### src/rtl/sha256_id_issuer.sv
// Tags incoming packet configs with a rolling ID and queues {id,last} for the SHA-256 ID validator.
// Optional macro SHA256_ID_ISSUER_RETIRE_EN adds id_retire and an outstanding-ID limit.
module sha256_id_issuer #(
  parameter int ID_W         = 6,
  parameter int SIZE_W       = 64,
  parameter int ID_BUF_DEPTH = 8
`ifdef SHA256_ID_ISSUER_RETIRE_EN
  , parameter int MAX_OUTSTAND = 63
`endif
) (
  input  logic                             clk,
  input  logic                             nrst,
  input  logic                             en,
  input  logic                             sync_rst,
`ifdef SHA256_ID_ISSUER_RETIRE_EN
  input  logic                             id_retire,
`endif
  input  logic [SIZE_W-1:0]                cfg_in_size,
  input  logic [1:0]                       cfg_in_scheme,
  input  logic                             cfg_in_last,
  input  logic                             cfg_in_valid,
  output logic                             cfg_in_ready,
  output logic [SIZE_W-1:0]                cfg_out_size,
  output logic [1:0]                       cfg_out_scheme,
  output logic [ID_W-1:0]                  cfg_out_id,
  output logic                             cfg_out_last,
  output logic                             cfg_out_valid,
  input  logic                             cfg_out_ready,
  output logic [ID_W-1:0]                  id_out,
  output logic                             id_out_last,
  output logic                             id_out_valid,
  input  logic                             id_out_ready,
  output logic [ID_W-1:0]                  status_next_id,
  output logic [$clog2(ID_BUF_DEPTH):0]    status_fifo_lvl
);
  localparam int PTR_W = $clog2(ID_BUF_DEPTH);
  localparam int LVL_W = PTR_W + 1;
  localparam int ENT_W = ID_W + 1;

  logic              clr;
  logic              accept, push, pop, fifo_full, room;
  logic [ENT_W-1:0]  push_ent;

  logic [ID_W-1:0]   next_id_q, next_id_d;
  logic [SIZE_W-1:0] size_q, size_d;
  logic [1:0]        scheme_q, scheme_d;
  logic [ID_W-1:0]   id_q, id_d;
  logic              last_q, last_d;
  logic              cvld_q, cvld_d;

  logic [ENT_W-1:0]  mem_q [ID_BUF_DEPTH];
  logic [PTR_W-1:0]  wr_ptr_q, wr_ptr_d, rd_ptr_q, rd_ptr_d;
  logic [LVL_W-1:0]  lvl_q, lvl_d;
  logic [ENT_W-1:0]  head_q, head_d;

  assign clr       = ~nrst | sync_rst;
  assign fifo_full = (lvl_q == LVL_W'(ID_BUF_DEPTH));
  assign push_ent  = {next_id_q, cfg_in_last};

`ifdef SHA256_ID_ISSUER_RETIRE_EN
  localparam int OUT_W = $clog2(MAX_OUTSTAND + 1);
  logic [OUT_W-1:0] outst_q, outst_d;
  logic             retire_ok;

  assign room      = (outst_q < OUT_W'(MAX_OUTSTAND));
  assign retire_ok = id_retire & (outst_q != '0);

  always_comb begin
    outst_d = outst_q;
    unique case ({accept, retire_ok})
      2'b10:   outst_d = outst_q + OUT_W'(1);
      2'b01:   outst_d = outst_q - OUT_W'(1);
      default: outst_d = outst_q;
    endcase
  end

  always_ff @(posedge clk) begin
    if (clr) outst_q <= '0;
    else     outst_q <= outst_d;
  end
`else
  assign room = 1'b1;
`endif

  // No pass-through: a full FIFO blocks acceptance even when it pops this cycle.
  assign cfg_in_ready = ~clr & en & ~fifo_full & (~cvld_q | cfg_out_ready) & room;
  assign accept       = cfg_in_valid & cfg_in_ready;
  assign push         = accept;
  assign pop          = (lvl_q != '0) & id_out_ready;

  always_comb begin
    next_id_d = next_id_q;
    size_d    = size_q;
    scheme_d  = scheme_q;
    id_d      = id_q;
    last_d    = last_q;
    cvld_d    = cvld_q;
    if (accept) begin
      size_d    = cfg_in_size;
      scheme_d  = cfg_in_scheme;
      id_d      = next_id_q;
      last_d    = cfg_in_last;
      cvld_d    = 1'b1;
      next_id_d = next_id_q + ID_W'(1);
    end else if (cvld_q && cfg_out_ready) begin
      cvld_d = 1'b0;
    end
  end

  always_comb begin
    wr_ptr_d = push ? wr_ptr_q + PTR_W'(1) : wr_ptr_q;
    rd_ptr_d = pop  ? rd_ptr_q + PTR_W'(1) : rd_ptr_q;
    lvl_d    = lvl_q;
    unique case ({push, pop})
      2'b10:   lvl_d = lvl_q + LVL_W'(1);
      2'b01:   lvl_d = lvl_q - LVL_W'(1);
      default: lvl_d = lvl_q;
    endcase
    // Head register tracks the next oldest entry; a push into an empty queue lands here directly.
    if (lvl_d == '0)
      head_d = '0;
    else if (push && (wr_ptr_q == rd_ptr_d))
      head_d = push_ent;
    else
      head_d = mem_q[rd_ptr_d];
  end

  always_ff @(posedge clk) begin
    if (push) mem_q[wr_ptr_q] <= push_ent;
  end

  always_ff @(posedge clk) begin
    if (clr) begin
      next_id_q <= '0;
      size_q    <= '0;
      scheme_q  <= '0;
      id_q      <= '0;
      last_q    <= 1'b0;
      cvld_q    <= 1'b0;
      wr_ptr_q  <= '0;
      rd_ptr_q  <= '0;
      lvl_q     <= '0;
      head_q    <= '0;
    end else begin
      next_id_q <= next_id_d;
      size_q    <= size_d;
      scheme_q  <= scheme_d;
      id_q      <= id_d;
      last_q    <= last_d;
      cvld_q    <= cvld_d;
      wr_ptr_q  <= wr_ptr_d;
      rd_ptr_q  <= rd_ptr_d;
      lvl_q     <= lvl_d;
      head_q    <= head_d;
    end
  end

  assign cfg_out_size    = size_q;
  assign cfg_out_scheme  = scheme_q;
  assign cfg_out_id      = id_q;
  assign cfg_out_last    = last_q;
  assign cfg_out_valid   = cvld_q;
  assign id_out          = head_q[ENT_W-1:1];
  assign id_out_last     = head_q[0];
  assign id_out_valid    = (lvl_q != '0);
  assign status_next_id  = next_id_q;
  assign status_fifo_lvl = lvl_q;
endmodule

### config.mk
export PLATFORM = sky130hd
export DESIGN_NAME = sha256_id_issuer
export DESIGN_NICKNAME = d
export VERILOG_FILES = /design/src/rtl/sha256_id_issuer.sv
export SDC_FILE = /design/constraint.sdc
export NUM_CORES = 1
export LEC_CHECK = 0
export CAP_MARGIN = 15
export CORE_MARGIN = 2
export CORE_UTILIZATION = 44
export CTS_CLUSTER_SIZE = 25
export DETAILED_ROUTE_END_ITERATION = 6
export GPL_TIMING_DRIVEN = 0
export PLACE_DENSITY_LB_ADDON = 0.15
export REMOVE_ABC_BUFFERS = 1
export SETUP_SLACK_MARGIN = 0.02
export SYNTH_ARGS = -nofsm -noshare
export SYNTH_HDL_FRONTEND = slang
export SYNTH_SLANG_ARGS = --single-unit
export TNS_END_PERCENT = 5
### constraint.sdc
create_clock -name clk -period 3.4 [get_ports clk]
set_input_delay 0.51 -clock clk [delete_from_list [all_inputs] [get_ports clk]]
set_output_delay 0.51 -clock clk [all_outputs]
set_load 0.05 [all_outputs]
==> results of run 1 <==
[cells by family after synthesis]
| kind of cell | share of synthesized area, % |
|---|---|
| buf+inv | 3.22 |
| fa+ha+maj | 1.18 |
| mux | 8.70 |
| simple gates | 15.8 |
| compound gates | 12.3 |
| flops | 56.8 |
| xor+xnor | 2.06 |
[stage by stage]
| step | area [um2] | setup TNS (ns) | util [%] | hold WS (ns) | setup slack, ns |
|---|---|---|---|---|---|
| after detailed placement | 8200 | -101.54 | 57.1 | 0.448 | -2.06 |
| after floorplan | 6190 | -362.84 | - | 0.541 | -3.97 |
| final | 9090 | 0 | 63.3 | 0.454 | 0.111 |
| after global routing | 9090 | 0 | 63.3 | 0.469 | 0.0330 |
| after global placement | 8080 | -726.68 | 56.2 | 0.442 | -6.60 |
| after CTS | 9030 | 0 | 62.8 | 0.455 | 0.0610 |
[registers in the layout, indices dropped and copies added (netlist names)]
| signal | flops |
|---|---|
| cfg_out_size | 64 |
| status_fifo_lvl | 4 |
| mem_q | 56 |
| status_next_id | 6 |
| cfg_out_scheme | 2 |
| wr_ptr_q | 3 |
| cfg_out_id | 6 |
| cfg_out_valid | 1 |
| rd_ptr_q | 3 |
| cfg_out_last | 1 |
| head_q | 7 |
[area by class of cell]
class,count,area [um2],share of cell area [%]
Inverter,3,23.8,0.262
Sequential cell,153,3630,39.9
Multi-Input combinational cell,424,2660,29.2
Timing Repair inverter,1,8.76,0.0964
Timing Repair Buffer,188,1930,21.3
Clock inverter,14,180,1.98
Clock buffer,18,429,4.72
Tap cell,184,230,2.53
[worst min-delay path by stage]
stage	start	slack, ns	end	cells after the start
detailed placement	cfg_out_size[10]	0.45	cfg_out_size[10]	2
finish	cfg_out_size[10]	0.45	cfg_out_size[10]	2
global placement	cfg_out_size[7]	0.44	cfg_out_size[7]	2
floorplan	wr_ptr_q[1]	0.54	wr_ptr_q[1]	2
CTS	cfg_out_size[10]	0.46	cfg_out_size[10]	2
global route	cfg_out_size[50]	0.47	cfg_out_size[50]	2
[critical path, cell delays in order]
cell	delay, ns
sky130_fd_sc_hd__dlygate4sd2_1	0.33
sky130_fd_sc_hd__nand2b_4	0.10
sky130_fd_sc_hd__buf_16	0.16
sky130_fd_sc_hd__and4bb_4	0.30
sky130_fd_sc_hd__and2_4	0.24
sky130_fd_sc_hd__inv_12	0.06
sky130_fd_sc_hd__ha_4	0.17
sky130_fd_sc_hd__xor2_1	0.15
sky130_fd_sc_hd__ha_2	0.18
sky130_fd_sc_hd__a21oi_2	0.11
sky130_fd_sc_hd__mux2i_1	0.22
sky130_fd_sc_hd__xor2_1	0.25
sky130_fd_sc_hd__nor4b_4	0.23
sky130_fd_sc_hd__buf_4	0.17
sky130_fd_sc_hd__nor3_4	0.05
sky130_fd_sc_hd__buf_6	0.15
sky130_fd_sc_hd__a22o_1	0.18
[Yosys cell counts, types with 2 or more instances]
master | instances | share of area (%)
sky130_fd_sc_hd__nand3_1 | 3 | 0.24
sky130_fd_sc_hd__nand2_1 | 165 | 9.7
sky130_fd_sc_hd__o211ai_1 | 6 | 0.71
sky130_fd_sc_hd__a211oi_1 | 8 | 0.94
sky130_fd_sc_hd__nor2b_1 | 3 | 0.29
sky130_fd_sc_hd__dfxtp_1 | 97 | 30
sky130_fd_sc_hd__buf_2 | 8 | 0.63
sky130_fd_sc_hd__nand2b_1 | 5 | 0.49
sky130_fd_sc_hd__mux4_2 | 14 | 4.9
sky130_fd_sc_hd__nor4b_1 | 3 | 0.41
sky130_fd_sc_hd__inv_2 | 2 | 0.12
sky130_fd_sc_hd__nor3_1 | 11 | 0.86
sky130_fd_sc_hd__mux2i_1 | 24 | 3.8
sky130_fd_sc_hd__nor2_1 | 28 | 1.6
sky130_fd_sc_hd__a2bb2oi_1 | 6 | 0.82
sky130_fd_sc_hd__xnor2_1 | 5 | 0.69
sky130_fd_sc_hd__edfxtp_1 | 56 | 26
sky130_fd_sc_hd__nor3b_1 | 3 | 0.35
sky130_fd_sc_hd__o21ai_0 | 2 | 0.16
sky130_fd_sc_hd__clkbuf_1 | 35 | 2.1
sky130_fd_sc_hd__nand4_1 | 2 | 0.20
sky130_fd_sc_hd__a21oi_1 | 87 | 6.8
sky130_fd_sc_hd__a22o_1 | 6 | 0.82
sky130_fd_sc_hd__a211o_1 | 7 | 0.96
sky130_fd_sc_hd__xor2_1 | 10 | 1.4
sky130_fd_sc_hd__buf_6 | 2 | 0.35
sky130_fd_sc_hd__ha_1 | 6 | 1.2
[metal layers]
layer,global-route usage (%),part of all wire (%)
met2,40.2,50
met5,0,0
met4,9.32,2.5
met3,8.85,8.7
met1,26.2,39
[report_power, final]
| group | switching (mW) | total (mW) | internal [mW] |
|---|---|---|---|
| clock network | 0.727 | 1.95 | 1.22 |
| registers | 0.00669 | 1.90 | 1.90 |
| logic | 0.116 | 0.245 | 0.129 |
| total | 0.850 | 4.09 | 3.24 |
[timing repair]
action / in CTS / in global routing
pin swaps: 4 / 0
gates resized for setup: 15 / 9
hold buffers: 0 / 0
buffers inserted: 9 / 4
endpoints found under the setup margin: 115 / 7
cloned: 7 / 0
==> metrics.cfg, run 1 <==
[logic_synthesis]
netlist-cell-type-count = 44
syn-mean-instance-area_um2 = 10.3
synth_edf_count = 56
synth_seq_cells = 153
async_reset_ff_share_pct = 0
dominantRegCellSynth = sky130_fd_sc_hd__dfxtp_1
synth.yosys.warnings = 0
seq_area_frac_synth_pct = 56.8
syn-cell-area_mm2 = 0.00638
postSynthCellCount = 621

[power]
p_per_area_mw_per_mm2 = 450
ir_drop_uv = 379
power.total_mw = 4.09
cellLeakagePower_nw = 3.08

[critical_path]
worst-r2r-cell-count = 13
crit_path_max_fo = 13
critPathLaunchType = input pin
crit_path_end = head_q[4]
cp-startpoint = nrst
r2r_end = head_q[4]
worstPathRequired_ns = 3.70
critical_path_end_type = register
crit_type = in -> reg
worst_flop_to_flop_path_startpoint = status_fifo_lvl[0]
regToRegSetupSlack_ns = 0.20
cp_data_arrival_time_ns = 3.59

[timing]
finalSetupViolations = 0
slew_headroom_pct = 26.7
achievable-frequency_mhz = 304
fin_worst_skew_ns = 0.00636
worst-slew-pin-transition_ns = 1.10
finalCriticalPeriod_ns = 3.29
final.period_utilization_pct = 96.7
timing.final.hold_violations = 0
grt_setup_unrepaired = false
max_slew_violation_total_from_the_final_report = 0

[routing]
routed_wirelength_um = 17900
number_of_routed_nets_with_antenna_violations = 0
total_via_count_in_the_routed_design = 5243
drt_iter0_drc = 292
via_per_inst = 5.32
avgRoutedWirePerCell_um = 18.2
drt_pass1_iterations = 7
route.detailed.drc = 0

[clock_network]
cts_tree = done
htreeDepth = 4
clk_latency_ns = 0.41
clock_sink_count = 153
cts_root_buffer = sky130_fd_sc_hd__clkbuf_16
tritoncts.num_buffers = 17
clkTransAtPathRegs_ns = 0.06
max-clock-path-buffers = 2

[layout]
commonest_cells_after_routing_fill_and_taps_aside = sky130_fd_sc_hd__nand2_1 (165), sky130_fd_sc_hd__clkdlybuf4s50_1 (164), sky130_fd_sc_hd__dfxtp_1 (92)
filler_cell_count = 1097
insertedDiodeCount = 0
final_layout_size_suffix_gt1_share_pct = 11.9
layout_commonest_cell = sky130_fd_sc_hd__nand2_1
final_net_count = 868
final-instance-count-excl-fill = 985
syn2layout_area_growth_pct = 42.4

[placement]
gpl.final_weighted_congestion = 0.823
placedCellCount = 931
detailed_place_hpwl_um = 10700
place.port_buffers = 166

[grt]
grt_pass1_wl_um = 28700
grt_antenna_before_repair = 0
number_of_global_route_vias_before_repair = 5445
largest_net_degree_at_the_start_of_global_routing = 49
grtUsageTotal_pct = 23.4
overall_overflow_remaining_after_global_route = 0

[floorplan]
die_w_um = 124
die_area_mm2 = 0.0155
placeable_core_area_mm2 = 0.0144
top_level_ports = 167
initial_core_util_pct = 44.4
floorplan.rows = 44
vertical_die_dimension_um = 124

[hold_path]
worst_hold_path_type = reg -> reg

[outcome]
status = completed

[flow_run]
cap_viol_max_count = 0

Power figures use the tool's default switching activity.
==> run 2: changes to the inputs <==
Settings changed: CELL_PAD_IN_SITES_DETAIL_PLACEMENT set to 0, CELL_PAD_IN_SITES_GLOBAL_PLACEMENT set to 1, CORE_UTILIZATION 44 to 34.
==> run 2 against run 1 <==
Effect of this change:
- sequential cell count did not move
- worst hold slack got worse by 0.0014 ns
- final area fell by 0.11%
- non-clock buffer count fell by 2
- routed wire length rose by 5.9%
- combinational power barely moved
- core utilization fell by 14 points
- critical path depth fell by 4
- largest power group is now registers
==> metrics.cfg, run 2 (synthesis results as in run 1) <==
[outcome]
status = completed

[timing]
achievable-frequency_mhz = 313  ; +3.1%
timing.final.hold_violations = 0  ; unchanged
slew_headroom_pct = 31.8  ; +5.1 points
max_slew_violation_total_from_the_final_report = 0  ; unchanged
fin_worst_skew_ns = 0.00589  ; -0.000474 ns
finalCriticalPeriod_ns = 3.19  ; -0.0980 ns
final.period_utilization_pct = 93.9  ; -2.9 points
worst-slew-pin-transition_ns = 1.02  ; -0.0759 ns
grt_setup_unrepaired = false
finalSetupViolations = 0  ; unchanged

[clock_network]
cts_tree = done
post_cts_hold_buffer_count = 0  ; unchanged
max-clock-path-buffers = 2  ; unchanged
clkTransAtPathRegs_ns = 0.06  ; about the same
htreeDepth = 4  ; unchanged
cts_root_buffer = sky130_fd_sc_hd__clkbuf_16
clock_sink_count = 153  ; unchanged
tritoncts.num_buffers = 17  ; unchanged
clk_latency_ns = 0.42  ; about the same

[layout]
final_net_count = 869  ; +0.12%
syn2layout_area_growth_pct = 42.3
insertedDiodeCount = 0  ; unchanged
max_reg_flops = 64  ; unchanged
layout_commonest_cell = sky130_fd_sc_hd__nand2_1
final_layout_size_suffix_gt1_share_pct = 11.6  ; -0.26 points
final-instance-count-excl-fill = 1036  ; +5.2%
commonest_cells_after_routing_fill_and_taps_aside = sky130_fd_sc_hd__nand2_1 (165), sky130_fd_sc_hd__clkdlybuf4s50_1 (164), sky130_fd_sc_hd__dfxtp_1 (93)
utilization_pct = 48.9  ; -14 points

[floorplan]
die_w_um = 141  ; +13%
placeable_core_area_mm2 = 0.0186  ; +29%
vertical_die_dimension_um = 141  ; +13%
top_level_ports = 167  ; unchanged
die_area_mm2 = 0.0199  ; +28%
initial_core_util_pct = 34.4  ; -10 points
floorplan.rows = 50  ; +14%

[power]
power.total_mw = 3.95  ; -3.6%
ir_drop_uv = 365  ; -3.5%
p_per_area_mw_per_mm2 = 435  ; -3.5%
cellLeakagePower_nw = 3.05  ; -0.88%

[routing]
route.detailed.drc = 0  ; unchanged
number_of_routed_nets_with_antenna_violations = 0  ; unchanged
total_via_count_in_the_routed_design = 5130  ; -2.2%
drt_iter0_drc = 234  ; -20%
routed_wirelength_um = 19000  ; +5.9%
avgRoutedWirePerCell_um = 18.3  ; +0.72%
via_per_inst = 4.95  ; -7.0%
drt_pass1_iterations = 4  ; -3

[critical_path]
critical_path.slowest_cell = sky130_fd_sc_hd__dfxtp_1
worst_path_largest_cell_delay_ns = 0.44  ; +0.11 ns
timing.critical_path.cells = nor4b_2 -> and4bb_4 -> and2_4 -> inv_16 -> ha_4 -> or3b_1 -> a211o_1 -> and3_4 -> nor4b_4 -> buf_4 -> nor3_4 -> buf_6 -> a22o_1
cp_data_arrival_time_ns = 3.50  ; -0.09 ns
crit_path_max_fo = 11  ; -2
critPathLaunchType = register
critical_path_end_type = register
worstPathRequired_ns = 3.71  ; about the same
crit_type = reg -> reg

[grt]
number_of_global_route_vias_before_repair = 5324  ; -2.2%
largest_net_degree_at_the_start_of_global_routing = 43  ; -12%
grtUsageTotal_pct = 19.5  ; -3.9 points
overall_overflow_remaining_after_global_route = 0  ; unchanged
grt_antenna_before_repair = 0  ; unchanged
grt_pass1_wl_um = 29800  ; +3.7%

[flow_run]
cap_viol_max_count = 0  ; unchanged

[hold_path]
worst_hold_path_type = reg -> reg

[placement]
gpl.final_weighted_congestion = 0.793  ; -3.6%
place.port_buffers = 166  ; unchanged
placedCellCount = 982  ; +5.5%
detailed_place_hpwl_um = 11200  ; +4.6%

## run 2: layer usage
layer | wire, um | track usage (%) | up-vias
li1 | - | - | 2524
met1 | 8000 | 23.1 | 2455
met2 | 9260 | 32.8 | 133
met3 | 1460 | 7.74 | 18
met4 | 262 | 6.00 | 0
met5 | 0 | 0 | -
## run 2: worst max-delay path: cells and delay by family, from the launching register on
family | cells | cell delay, ns
buf+inv | 3 | 0.43
flops | 1 | 0.44
fa+ha+maj | 1 | 0.16
compound gates | 2 | 0.46
simple gates | 7 | 1.56
## run 2: what timing repair did
action / CTS / global route
buffers inserted: 10 / 0
gates resized for setup: 17 / 8
setup endpoints to repair: 67 / 7
cloned: 10 / 0
hold endpoints to repair: 0 / 0
pin swaps: 4 / 0
## run 2: final timing paths
path / slack, ns / cells after the start / endpoint / startpoint
hold / removal: 0.45 / 2 / cfg_out_size[63] / cfg_out_size[63]
hold reg to reg: 0.45 / 2 / cfg_out_size[63] / cfg_out_size[63]
setup / recovery: 0.21 / 13 / head_q[1] / status_fifo_lvl[3]
setup reg to reg: 0.21 / 13 / head_q[1] / status_fifo_lvl[3]
## run 2: layout make-up
| cell class | count | area [um2] |
|---|---|---|
| clock buffers | 23 | 448 |
| clock inverters | 9 | 103 |
| fillers | 1708 | 9500 |
| inverters | 3 | 27.5 |
| multi-input cells | 425 | 2660 |
| flip-flops and latches | 153 | 3630 |
| well taps | 234 | 293 |
| repair buffers | 186 | 1890 |
| repair inverters | 3 | 26.3 |
## run 2: report_power, final
part | internal, mW | leakage, nW | switching, mW
logic | 0.126 | 1.50 | 0.119
clock network | 1.08 | 0.269 | 0.722
registers | 1.90 | 1.28 | 0.00657
total | 3.10 | 3.05 | 0.848
## run 2: through the flow
step           worst slack, ns  setup TNS [ns]  area (um2)  hold slack (ns)
2_1_floorplan            -3.97         -362.84        6190            0.541
4_1_cts                 0.0463               0        9070            0.454
6_report                 0.209               0        9080            0.452
5_1_grt                 0.0425               0        9080            0.469
3_3_place_gp             -7.07         -785.40        8140            0.442
3_5_place_dp             -2.27         -107.10        8260            0.445
